==> config.mk <==
export PLATFORM = sky130hd
export DESIGN_NAME = sm83_timer
export DESIGN_NICKNAME = d
export VERILOG_FILES = /design/src/rtl/sm83_timer.sv
export SDC_FILE = /design/constraint.sdc
export NUM_CORES = 1
export LEC_CHECK = 0
export CORE_MARGIN = 2
export CORE_UTILIZATION = 56
export DETAILED_ROUTE_END_ITERATION = 8
export GPL_TIMING_DRIVEN = 0
export PLACE_DENSITY_LB_ADDON = 0.15
export SLEW_MARGIN = 20
export SYNTH_ARGS = -nofsm -noshare
export SYNTH_HDL_FRONTEND = slang
export SYNTH_SLANG_ARGS = --single-unit
==> constraint.sdc <==
create_clock -name clk -period 6.65 [get_ports clk]
set_input_delay 1.33 -clock clk [delete_from_list [all_inputs] [get_ports clk]]
set_output_delay 1.33 -clock clk [all_outputs]
set_load 0.005 [all_outputs]
==> src/rtl/sm83_timer.sv <==
// SM83-style DIV/TIMA/TMA/TAC timer block with falling-edge prescaler tap and overflow interrupt.
// Define SM83_TIMER_OVF_DELAY_EN for the 4-clock OVF + 1-clock RELOAD overflow sequence.
module sm83_timer #(
    parameter int                    ADR_WIDTH = 16,
    parameter logic [ADR_WIDTH-1:0]  BASE_ADR  = 16'hff04
) (
    input  logic                 clk,
    input  logic                 reset,
    input  logic [ADR_WIDTH-1:0] adr,
    input  logic [7:0]           din,
    input  logic                 wr,
    input  logic                 rd,
    output logic [7:0]           dout,
    output logic                 data_oe,
    output logic                 irq
);
    localparam logic [ADR_WIDTH-1:0] ADR_DIV  = BASE_ADR;
    localparam logic [ADR_WIDTH-1:0] ADR_TIMA = BASE_ADR + ADR_WIDTH'(1);
    localparam logic [ADR_WIDTH-1:0] ADR_TMA  = BASE_ADR + ADR_WIDTH'(2);
    localparam logic [ADR_WIDTH-1:0] ADR_TAC  = BASE_ADR + ADR_WIDTH'(3);

    logic [15:0] r_sys_cnt;
    logic [7:0]  r_tima;
    logic [7:0]  r_tma;
    logic [2:0]  r_tac;
    logic        r_tap_prev;
    logic        r_irq;

    logic       w_sel_div, w_sel_tima, w_sel_tma, w_sel_tac, w_hit;
    logic       w_wr_div, w_wr_tima, w_wr_tma, w_wr_tac;
    logic       w_tap_bit, w_tap, w_fall;
    logic [7:0] w_tma_next;
    logic [7:0] w_tima_next;
    logic       w_irq_next;
    logic [7:0] w_rd_data;

    assign w_sel_div  = (adr == ADR_DIV);
    assign w_sel_tima = (adr == ADR_TIMA);
    assign w_sel_tma  = (adr == ADR_TMA);
    assign w_sel_tac  = (adr == ADR_TAC);
    assign w_hit      = w_sel_div | w_sel_tima | w_sel_tma | w_sel_tac;

    assign w_wr_div  = wr & w_sel_div;
    assign w_wr_tima = wr & w_sel_tima;
    assign w_wr_tma  = wr & w_sel_tma;
    assign w_wr_tac  = wr & w_sel_tac;

    // A TMA write lands in the same clock as any reload that consumes it.
    assign w_tma_next = w_wr_tma ? din : r_tma;

    always_comb begin
        unique case (r_tac[1:0])
            2'b00:   w_tap_bit = r_sys_cnt[9];
            2'b01:   w_tap_bit = r_sys_cnt[3];
            2'b10:   w_tap_bit = r_sys_cnt[5];
            default: w_tap_bit = r_sys_cnt[7];
        endcase
    end

    assign w_tap  = r_tac[2] & w_tap_bit;
    assign w_fall = r_tap_prev & ~w_tap;

`ifdef SM83_TIMER_OVF_DELAY_EN
    typedef enum logic [1:0] {ST_RUN, ST_OVF, ST_RELOAD} state_t;

    state_t     r_state, w_state_next;
    logic [1:0] r_ovf_cnt, w_ovf_cnt_next;

    always_comb begin
        // NOTE: every output of a combinational block gets a default first so no path infers a latch.
        w_state_next   = r_state;
        w_ovf_cnt_next = r_ovf_cnt;
        w_tima_next    = r_tima;
        w_irq_next     = 1'b0;
        unique case (r_state)
            ST_RUN: begin
                if (w_wr_tima) begin
                    w_tima_next = din;
                end else if (w_fall) begin
                    if (r_tima == 8'hff) begin
                        w_tima_next    = 8'h00;
                        w_state_next   = ST_OVF;
                        w_ovf_cnt_next = 2'd3;
                    end else begin
                        w_tima_next = r_tima + 8'd1;
                    end
                end
            end
            ST_OVF: begin
                if (w_wr_tima) begin
                    w_tima_next  = din;
                    w_state_next = ST_RUN;
                end else if (r_ovf_cnt == 2'd0) begin
                    w_tima_next  = w_tma_next;
                    w_state_next = ST_RELOAD;
                    w_irq_next   = 1'b1;
                end else begin
                    w_ovf_cnt_next = r_ovf_cnt - 2'd1;
                end
            end
            ST_RELOAD: begin
                // TIMA writes are dropped here; TIMA keeps tracking TMA.
                w_tima_next  = w_tma_next;
                w_state_next = ST_RUN;
            end
            default: w_state_next = ST_RUN;
        endcase
    end

    always_ff @(posedge clk) begin
        if (reset) begin
            r_state   <= ST_RUN;
            r_ovf_cnt <= 2'd0;
        end else begin
            r_state   <= w_state_next;
            r_ovf_cnt <= w_ovf_cnt_next;
        end
    end
`else
    always_comb begin
        w_tima_next = r_tima;
        w_irq_next  = 1'b0;
        if (w_wr_tima) begin
            w_tima_next = din;
        end else if (w_fall) begin
            if (r_tima == 8'hff) begin
                w_tima_next = w_tma_next;
                w_irq_next  = 1'b1;
            end else begin
                w_tima_next = r_tima + 8'd1;
            end
        end
    end
`endif

    always_ff @(posedge clk) begin
        // NOTE: sequential state uses non-blocking assignments so all registers update from pre-edge values.
        if (reset) begin
            r_sys_cnt  <= 16'h0000;
            r_tima     <= 8'h00;
            r_tma      <= 8'h00;
            r_tac      <= 3'b000;
            r_tap_prev <= 1'b0;
            r_irq      <= 1'b0;
        end else begin
            r_sys_cnt  <= w_wr_div ? 16'h0000 : r_sys_cnt + 16'd1;
            r_tap_prev <= w_tap;
            r_tima     <= w_tima_next;
            r_tma      <= w_tma_next;
            r_irq      <= w_irq_next;
            if (w_wr_tac) r_tac <= din[2:0];
        end
    end

    always_comb begin
        w_rd_data = 8'h00;
        if (w_sel_div)       w_rd_data = r_sys_cnt[15:8];
        else if (w_sel_tima) w_rd_data = r_tima;
        else if (w_sel_tma)  w_rd_data = r_tma;
        else if (w_sel_tac)  w_rd_data = {5'b11111, r_tac};
    end

    assign data_oe = rd & w_hit;
    assign dout    = data_oe ? w_rd_data : 8'h00;
    assign irq     = r_irq;

endmodule

==> results of run 1 <==
-- where the power goes --
part           leakage, nW  total [mW]  internal (mW)  switching (mW)
Combinational        0.522      0.0327         0.0178          0.0149
Clock               0.0414       0.163         0.0796          0.0837
Sequential           0.298       0.224          0.223         0.00131
-- final cells by class --
cell class | instances | area [um^2] | area share (%)
Buffer | 12 | 56.30 | 2.234
Clock buffer | 5 | 37.54 | 1.490
Clock inverter | 3 | 46.29 | 1.837
Inverter | 6 | 22.52 | 0.8937
Multi-Input combinational cell | 190 | 1209 | 47.96
Sequential cell | 37 | 740.7 | 29.39
Tap cell | 46 | 57.56 | 2.284
Timing Repair Buffer | 35 | 350.3 | 13.90
-- kinds of logic (layout without fill, tap and decap cells) --
logic type,Yosys count,count (layout),share of synthesized area (%)
muxes,11,11,6.046
AOI/OAI and AO/OA,48,48,16.47
xor gates and xnor gates,17,17,7.341
DFF,37,37,36.52
adders and majority gates,2,2,1.234
and+or+nand+nor,112,112,28.50
buffers and inverters,18,61,3.887
-- synth_stat cells, drive strengths merged --
library cell	instances
nand3b	1
inv	6
o221ai	5
a22oi	3
ha	2
a21o	2
a21oi	12
and2b	1
nand2	19
mux4	1
a32oi	1
mux2i	10
buf	2
o211a	2
o22ai	6
a311oi	3
a21boi	1
or4	2
xor2	7
nor4	3
and3	3
nand4	3
a211o	1
a211oi	4
nor3	8
and2	5
clkbuf	10
dfxtp	37
nand2b	5
o211ai	2
and4	2
nand3	21
o21ai	5
nor2	35
xnor2	10
nor2b	4
a31oi	1
-- worst min path at each step --
| stage | start | to | slack (ns) | cells after the start |
|---|---|---|---|---|
| after detailed placement | r_sys_cnt[0] | r_sys_cnt[0] | 0.44 | 1 |
| final | r_sys_cnt[0] | r_sys_cnt[0] | 0.46 | 1 |
| after global placement | r_sys_cnt[0] | r_sys_cnt[0] | 0.43 | 1 |
| after global routing | r_sys_cnt[0] | r_sys_cnt[0] | 0.48 | 1 |
| after CTS | r_sys_cnt[0] | r_sys_cnt[0] | 0.46 | 1 |
| after floorplan | r_sys_cnt[0] | r_sys_cnt[0] | 0.42 | 1 |
-- layer usage --
metal / routed length (um) / GRT usage [%]
met5: 0 / 0
met1: 2201 / 31.09
met3: 270 / 5.634
met4: 91 / 8.245
met2: 2356 / 46.09
-- registers in the layout, indices dropped and copies added (netlist names) --
signal	cells
r_tac	3
r_tima	8
irq	1
r_sys_cnt	16
r_tma	8
r_tap_prev	1
-- stage by stage --
step | setup slack (ns) | instance area, um^2 | utilization (%) | hold WS [ns] | cells
after detailed placement | 1.251 | 2436 | 71.32 | 0.4402 | 326
after global routing | 1.093 | 2520 | 73.77 | 0.4847 | 334
after CTS | 1.236 | 2520 | 73.77 | 0.4615 | 334
final | 1.225 | 2520 | 73.77 | 0.4636 | 334
after global placement | 1.288 | 2436 | 71.32 | 0.4319 | 326
after floorplan | 2.437 | 2028 | - | 0.4175 | 245
-- critical path, delay by kind of cell --
family,cells,cell delay (ns)
compound gates,2,0.41
simple gates,3,1.08
buf+inv,3,1.26
==> flow_summary.json, run 1 <==
{
  "status": "finished clean",
  "cp-end-kind": "output pin",
  "postSynthAreaPerCell_um2": 8.278,
  "ant_nets": 0,
  "setup_viol": 0,
  "yosysUniqueCellTypes": 40,
  "grt_max_degree": 14,
  "cp.arrival_ns": 4.10,
  "initial_core_util_pct": 59.38,
  "wl_per_cell_um": 14.72,
  "hold_class": "reg2reg",
  "drc_errors": 0,
  "cts_buffer_depth": 2,
  "yosysSeqAreaShare_pct": 36.52,
  "finalHoldViolations": 0,
  "clk-insertion-delay-late_ns": 0.36,
  "fmax_mhz": 184.3,
  "startpoint": "adr[5]",
  "path_common_cell": "clkdlybuf4s50_1",
  "first_pass_iters": 5,
  "layout-area-overhead-vs-synth_pct": 24.24,
  "cts_resized": 0,
  "r2r-start": "r_tac[0]",
  "p_leak_nw": 0.8624,
  "cts_sinks": 37,
  "synth_area_leaders": "dfxtp_1 37%, nor2_1 6.5%, nand3_1 5.2%",
  "reg2reg_depth": 5,
  "cp-start-kind": "primary input",
  "dieHeight_um": 64.18,
  "postCtsHoldBufs": 0,
  "relSlewSlack_pct": 63.46,
  "cap_violations": 0,
  "peakVddDrop_uv": 147.1,
  "cts_root_buf": "clkbuf_4",
  "num-nets-final": 317,
  "synthesis.area_um2": 2028,
  "syn_nets": 275,
  "cts_tree": "done",
  "first_global_vias": 1865,
  "critical_path.slowest_cell": "or4_4",
  "grt_overflow": 0,
  "cellPowerDensity_nw_per_um2": 166.8,
  "worst-path-max-fanout": 9,
  "rr_endpoint": "r_tima[5]",
  "crit_path_cell_trace": "clkdlybuf4s50_1 > or4_4 > nor4_4 > and2_1 > clkbuf_1 > o221ai_1 > a21oi_1 > clkdlybuf4s50_1",
  "antenna_found_initial": 0,
  "h-tree-depth": 2,
  "final_cell_mix": "37 x dfxtp_1, 35 x nor2_1, 35 x clkdlybuf4s50_1",
  "dp_hpwl_um": 3746,
  "fin_worst_skew_ns": 0.008424,
  "portBuffers": 35,
  "dr_total_vias": 1952,
  "grt_pass1_wl_um": 8452,
  "n_fill_cell": 286,
  "crit_end": "dout[3]",
  "synth_cells": 245,
  "diodes": 0,
  "drt_iter0_markers": 229,
  "num_io_pins": 38,
  "die_area_um2": 4119,
  "wirelength_um": 4918,
  "ys_ff_latch": 37,
  "post_cts_buffers": 0,
  "synth.top_cell.area_share_pct": 36.52,
  "max_stage_delay_ns": 0.59,
  "finalSetupTns_ns": 0,
  "rsz0062_at_grt": "false",
  "clk_pin_slew_worst_paths_ns": 0.12,
  "synth_top_cell_by_area": "dfxtp_1",
  "layout_min_cycle_time_ns": 5.425,
  "globalplace.congestion": 0.8903,
  "required_ns": 5.32,
  "ys_warn_count": 0,
  "track_usage_pct": 25.98,
  "numCtsBuffers": 5,
  "drive_above_1_share_pct": 5.903,
  "rows": 21,
  "viasPerCell": 5.844,
  "rrSetupSlack_ns": 4.60,
  "fp.dieW_um": 64.18,
  "finalMaxSlewViolations": 0,
  "coreArea_um2": 3416,
  "p_total_mw": 0.4204,
  "worstMarginPinSlew_ns": 0.5432,
  "fin_crit_sh_pct": 81.59,
  "worstSetupPathType": "in2out",
  "final_common_cell": "dfxtp_1"
}
Power figures use the tool's default switching activity.
==> inputs of run 2 (changes only) <==
--- a/config.mk
+++ b/config.mk
@@ -6,7 +6,7 @@
 export NUM_CORES = 1
 export LEC_CHECK = 0
 export CORE_MARGIN = 2
-export CORE_UTILIZATION = 56
+export CORE_UTILIZATION = 52
 export DETAILED_ROUTE_END_ITERATION = 8
 export GPL_TIMING_DRIVEN = 0
 export PLACE_DENSITY_LB_ADDON = 0.15
==> constraint.sdc (replaced) <==
create_clock -name clk -period 5.7 [get_ports clk]
set_input_delay 1.14 -clock clk [delete_from_list [all_inputs] [get_ports clk]]
set_output_delay 1.14 -clock clk [all_outputs]
set_load 0.005 [all_outputs]
==> run 2 against run 1 <==
Setup slack worse by 0.52 ns. Count of clock-buffer cells in the layout unchanged. Cell count up 0.60%. Critical path depth unchanged. First-iteration DRC count down 29%. Sequential power up 17%. Flip-flop and latch count unchanged. Highest routed layer unchanged. Sequential share of layout area down 0.10 points. Power up 15%. Non-clock buffer count unchanged.
==> flow_summary.json, run 2 (synthesis results as in run 1) <==
{
  "cts_sinks": 37,
  "coreArea_um2": 3716,
  "cp-end-kind": "output pin",
  "top_regs": "r_sys_cnt x16, r_tima x8, r_tma x8",
  "die_area_um2": 4416,
  "hold_class": "reg2reg",
  "status": "finished clean",
  "peakVddDrop_uv": 176.0,
  "startpoint": "adr[5]",
  "layout_min_cycle_time_ns": 4.992,
  "finalMaxSlewViolations": 0,
  "diodes": 0,
  "drt_iter0_markers": 162,
  "cts_tree": "done",
  "grt_overflow": 0,
  "drc_errors": 0,
  "finalHoldViolations": 0,
  "fin_crit_sh_pct": 87.57,
  "met3_length_um": 230,
  "dr_total_vias": 1886,
  "layout-area-overhead-vs-synth_pct": 24.68,
  "rrSetupSlack_ns": 3.60,
  "first_global_vias": 1819,
  "finalSetupTns_ns": 0,
  "p_leak_nw": 0.8655,
  "dr.max_layer_used": "met4",
  "fin_worst_skew_ns": 0.003848,
  "wl_met2_um": 2314,
  "initial_core_util_pct": 54.58,
  "top_register": "r_sys_cnt",
  "first_pass_iters": 5,
  "cap_violations": 0,
  "num-nets-final": 317,
  "required_ns": 4.56,
  "cts_resized": 0,
  "final_cell_mix": "37 x dfxtp_1, 35 x nor2_1, 35 x clkdlybuf4s50_1",
  "whs_ns": 0.4499,
  "track_usage_pct": 24.74,
  "dp_hpwl_um": 3664,
  "dieHeight_um": 66.45,
  "wirelength_um": 4870,
  "grt_max_degree": 14,
  "postCtsHoldBufs": 0,
  "worstSetupPathType": "in2out",
  "worst-path-max-fanout": 9,
  "fin_util_pct": 68.05,
  "portBuffers": 35,
  "grt_pass1_wl_um": 8252,
  "fp.dieW_um": 66.45,
  "rsz0062_at_grt": "false",
  "cts_root_buf": "clkbuf_8",
  "ant_nets": 0,
  "cellPowerDensity_nw_per_um2": 191.5,
  "cts_buffer_depth": 2,
  "relSlewSlack_pct": 60.29,
  "drive_above_1_share_pct": 5.903,
  "worstMarginPinSlew_ns": 0.5904,
  "antenna_found_initial": 0,
  "rows": 22,
  "cp-start-kind": "primary input",
  "viasPerCell": 5.613,
  "final_common_cell": "dfxtp_1",
  "clk-insertion-delay-late_ns": 0.30,
  "n_fill_cell": 318,
  "fmax_mhz": 200.3,
  "globalplace.congestion": 0.8775,
  "r2r-start": "r_tima[0]",
  "post_cts_buffers": 0,
  "wl_per_cell_um": 14.49,
  "setup_viol": 0,
  "clk_pin_slew_worst_paths_ns": 0.08,
  "largest_register_ffs": 16,
  "h-tree-depth": 2,
  "numCtsBuffers": 5,
  "num_io_pins": 38,
  "worstHoldStart": "r_sys_cnt[0]",
  "wl_met1_um": 2218,
  "cp.arrival_ns": 3.85
}
## run 2: changes by cell type in the layout (fill, tap and decap cells not counted), sizes merged
cell,previous run,this run
bufinv,1,0
inv,6,7
## run 2: worst max-delay path: stages
cell,delay [ns]
clkdlybuf4s50_1,0.42
or4_4,0.59
nor4_4,0.30
and2_1,0.17
clkbuf_1,0.32
o221ai_1,0.21
a21oi_1,0.18
clkdlybuf4s50_1,0.53
## run 2: layout make-up
cell class	count	area [um^2]	share of cell area, %
Timing Repair Buffer	35	350.3	13.85
Clock buffer	5	68.82	2.721
Multi-Input combinational cell	190	1209	47.80
Inverter	6	22.52	0.8906
Tap cell	48	60.06	2.375
Clock inverter	3	21.27	0.8412
Buffer	12	56.30	2.227
Sequential cell	37	740.7	29.29
## run 2: path summary, 6_finish.rpt
path | end | cells past startpoint
worst min-delay path | r_sys_cnt[0] | 1
worst max-delay path | dout[3] | 8
worst max register to register | r_tima[3] | 8
worst min register to register | r_sys_cnt[0] | 1
## run 2: power by group
group / internal (mW) / total (mW) / switching (mW)
Clock: 0.0866 / 0.185 / 0.0985
Sequential: 0.260 / 0.261 / 0.00136
Combinational: 0.0208 / 0.0378 / 0.0170
Total: 0.367 / 0.484 / 0.117
## run 2: per-stage QoR
stage                     instances  area, um^2  power, mW  setup WS (ns)
after global placement          328        2439     0.3049         0.6905
after CTS                       336        2529     0.4892         0.6753
after detailed placement        328        2439     0.3053         0.6815
after floorplan                 245        2028     0.2814          1.867
final                           336        2529     0.4843         0.7083
after global routing            336        2529     0.5036         0.5405
## run 2: routing by layer
metal	GRT usage, %	up-vias
met4	10.71	0
li1	-	962
met2	40.50	51
met5	0	-
met3	4.561	11
met1	31.75	862
==> inputs of run 3 (changes only) <==
--- a/config.mk
+++ b/config.mk
@@ -10,6 +10,7 @@
 export DETAILED_ROUTE_END_ITERATION = 8
 export GPL_TIMING_DRIVEN = 0
 export PLACE_DENSITY_LB_ADDON = 0.15
+export RECOVER_POWER = 100
 export SLEW_MARGIN = 20
 export SYNTH_ARGS = -nofsm -noshare
 export SYNTH_HDL_FRONTEND = slang
==> run 3 against run 2 <==
Cell count did not move. Power fell by 0.36%. Die area did not move. Design area fell by 1.7%. Largest cell class unchanged.
==> flow_summary.json, run 3 (synthesis results as in run 1) <==
{
  "final_cell_mix": "37 x dfxtp_1, 35 x nor2_1, 25 x clkdlybuf4s50_1",
  "rows": 22,
  "postCtsHoldBufs": 0,
  "num_io_pins": 38,
  "cellPowerDensity_nw_per_um2": 194.1,
  "fin_crit_sh_pct": 93.00,
  "largest_register_ffs": 16,
  "clk-insertion-delay-late_ns": 0.30,
  "portBuffers": 35,
  "layout_min_cycle_time_ns": 5.301,
  "fin_worst_skew_ns": 0.003513,
  "grt_overflow": 0,
  "dr_total_vias": 1880,
  "cts_root_buf": "clkbuf_8",
  "track_usage_pct": 24.74,
  "cp-start-kind": "primary input",
  "clk_pin_slew_worst_paths_ns": 0.08,
  "initial_core_util_pct": 54.58,
  "drc_errors": 0,
  "num-nets-final": 317,
  "layout-area-overhead-vs-synth_pct": 22.58,
  "wirelength_um": 4857,
  "viasPerCell": 5.595,
  "rsz0062_at_grt": "false",
  "drive_above_1_share_pct": 3.472,
  "fp.dieW_um": 66.45,
  "hold_class": "reg2reg",
  "worstMarginPinSlew_ns": 1.003,
  "numCtsBuffers": 5,
  "max_stage_delay_ns": 0.62,
  "cts_tree": "done",
  "first_global_vias": 1819,
  "cts_resized": 0,
  "whs_ns": 0.4498,
  "worst-path-max-fanout": 7,
  "grt_pass1_wl_um": 8252,
  "p_total_mw": 0.4825,
  "dp.cells": 328,
  "cts_sinks": 37,
  "globalplace.congestion": 0.8775,
  "diodes": 0,
  "peakVddDrop_uv": 176.2,
  "finalSetupTns_ns": 0,
  "final_common_cell": "dfxtp_1",
  "required_ns": 4.56,
  "crit_path_cell_trace": "dlygate4sd3_1 > or4_1 > nor4_4 > nor2b_1 > clkbuf_1 > mux2i_1 > o22ai_1 > and2_1 > dlygate4sd3_1",
  "setup_viol": 0,
  "fmax_mhz": 188.6,
  "top_register": "r_sys_cnt",
  "relSlewSlack_pct": 32.49,
  "drt_iter0_markers": 182,
  "finalMaxSlewViolations": 0,
  "top_regs": "r_sys_cnt x16, r_tima x8, r_tma x8",
  "coreArea_um2": 3716,
  "worstSetupPathType": "in2out",
  "path_common_cell": "dlygate4sd3_1",
  "wl_per_cell_um": 14.46,
  "cp-end-kind": "output pin",
  "post_cts_buffers": 0,
  "p_leak_nw": 0.8712,
  "die_area_um2": 4416,
  "finalHoldViolations": 0,
  "first_pass_iters": 4,
  "final_cells": 336,
  "status": "finished clean",
  "grt_max_degree": 14,
  "dieHeight_um": 66.45,
  "cp.arrival_ns": 4.16,
  "ant_nets": 0,
  "antenna_found_initial": 0,
  "cap_violations": 0,
  "h-tree-depth": 2,
  "cts_buffer_depth": 2,
  "dp_hpwl_um": 3664,
  "critical_path.slowest_cell": "or4_1"
}
==> run 3: cell types whose count changed in the layout (fill, tap and decap cells not counted), sizes merged <==
cell and delta:
clkbuf +2, dlygate4sd3 +10, clkdlybuf4s50 -10, buf -2
==> run 3: worst paths after layout <==
path / startpoint / endpoint / slack (ns) / cells after the start
setup / recovery: adr[5] / dout[2] / 0.40 / 9
hold / removal: r_sys_cnt[0] / r_sys_cnt[0] / 0.45 / 1
setup reg to reg: r_tima[1] / r_tima[3] / 3.59 / 8
hold reg to reg: r_sys_cnt[0] / r_sys_cnt[0] / 0.45 / 1
==> run 3: report_power, final <==
part / total [mW] / internal, mW / switching (mW)
clock network: 0.186 / 0.0866 / 0.0990
registers: 0.261 / 0.260 / 0.00134
logic: 0.0356 / 0.0194 / 0.0162
total: 0.483 / 0.366 / 0.116
==> run 3: through the flow <==
step	setup slack, ns	cell area (um^2)	util (%)
after global routing	0.2825	2486	66.90
after floorplan	1.867	2028	-
after detailed placement	0.6815	2439	65.62
after CTS	0.6753	2529	68.05
final	0.3991	2486	66.90
after global placement	0.6905	2439	65.62
==> run 3: critical path: cells and delay by family <==
kind,cells,cell delay [ns]
AOI/OAI and AO/OA,1,0.10
buffers and inverters,3,1.41
and+or+nand+nor,4,1.28
muxes,1,0.22
==> run 3: cell type report <==
cell class              instances  area [um^2]
plain buffers                  12        45.04
clock buffers                   5        68.82
clock inverters                 3        21.27
fillers                       324         1230
inverters                       6        22.52
multi-input cells             190         1177
flip-flops and latches         37        740.7
well taps                      48        60.06
repair buffers                 35        350.3
==> run 3: layer usage <==
layer / global-route usage, % / vias to the layer above / routed length (um) / share of wire [%]
met5: 0 / - / 0 / 0
met4: 10.71 / 0 / 111 / 2.3
met1: 31.75 / 865 / 2220 / 46
li1: - / 960 / - / -
met3: 4.561 / 11 / 217 / 4.5
met2: 40.50 / 44 / 2307 / 47
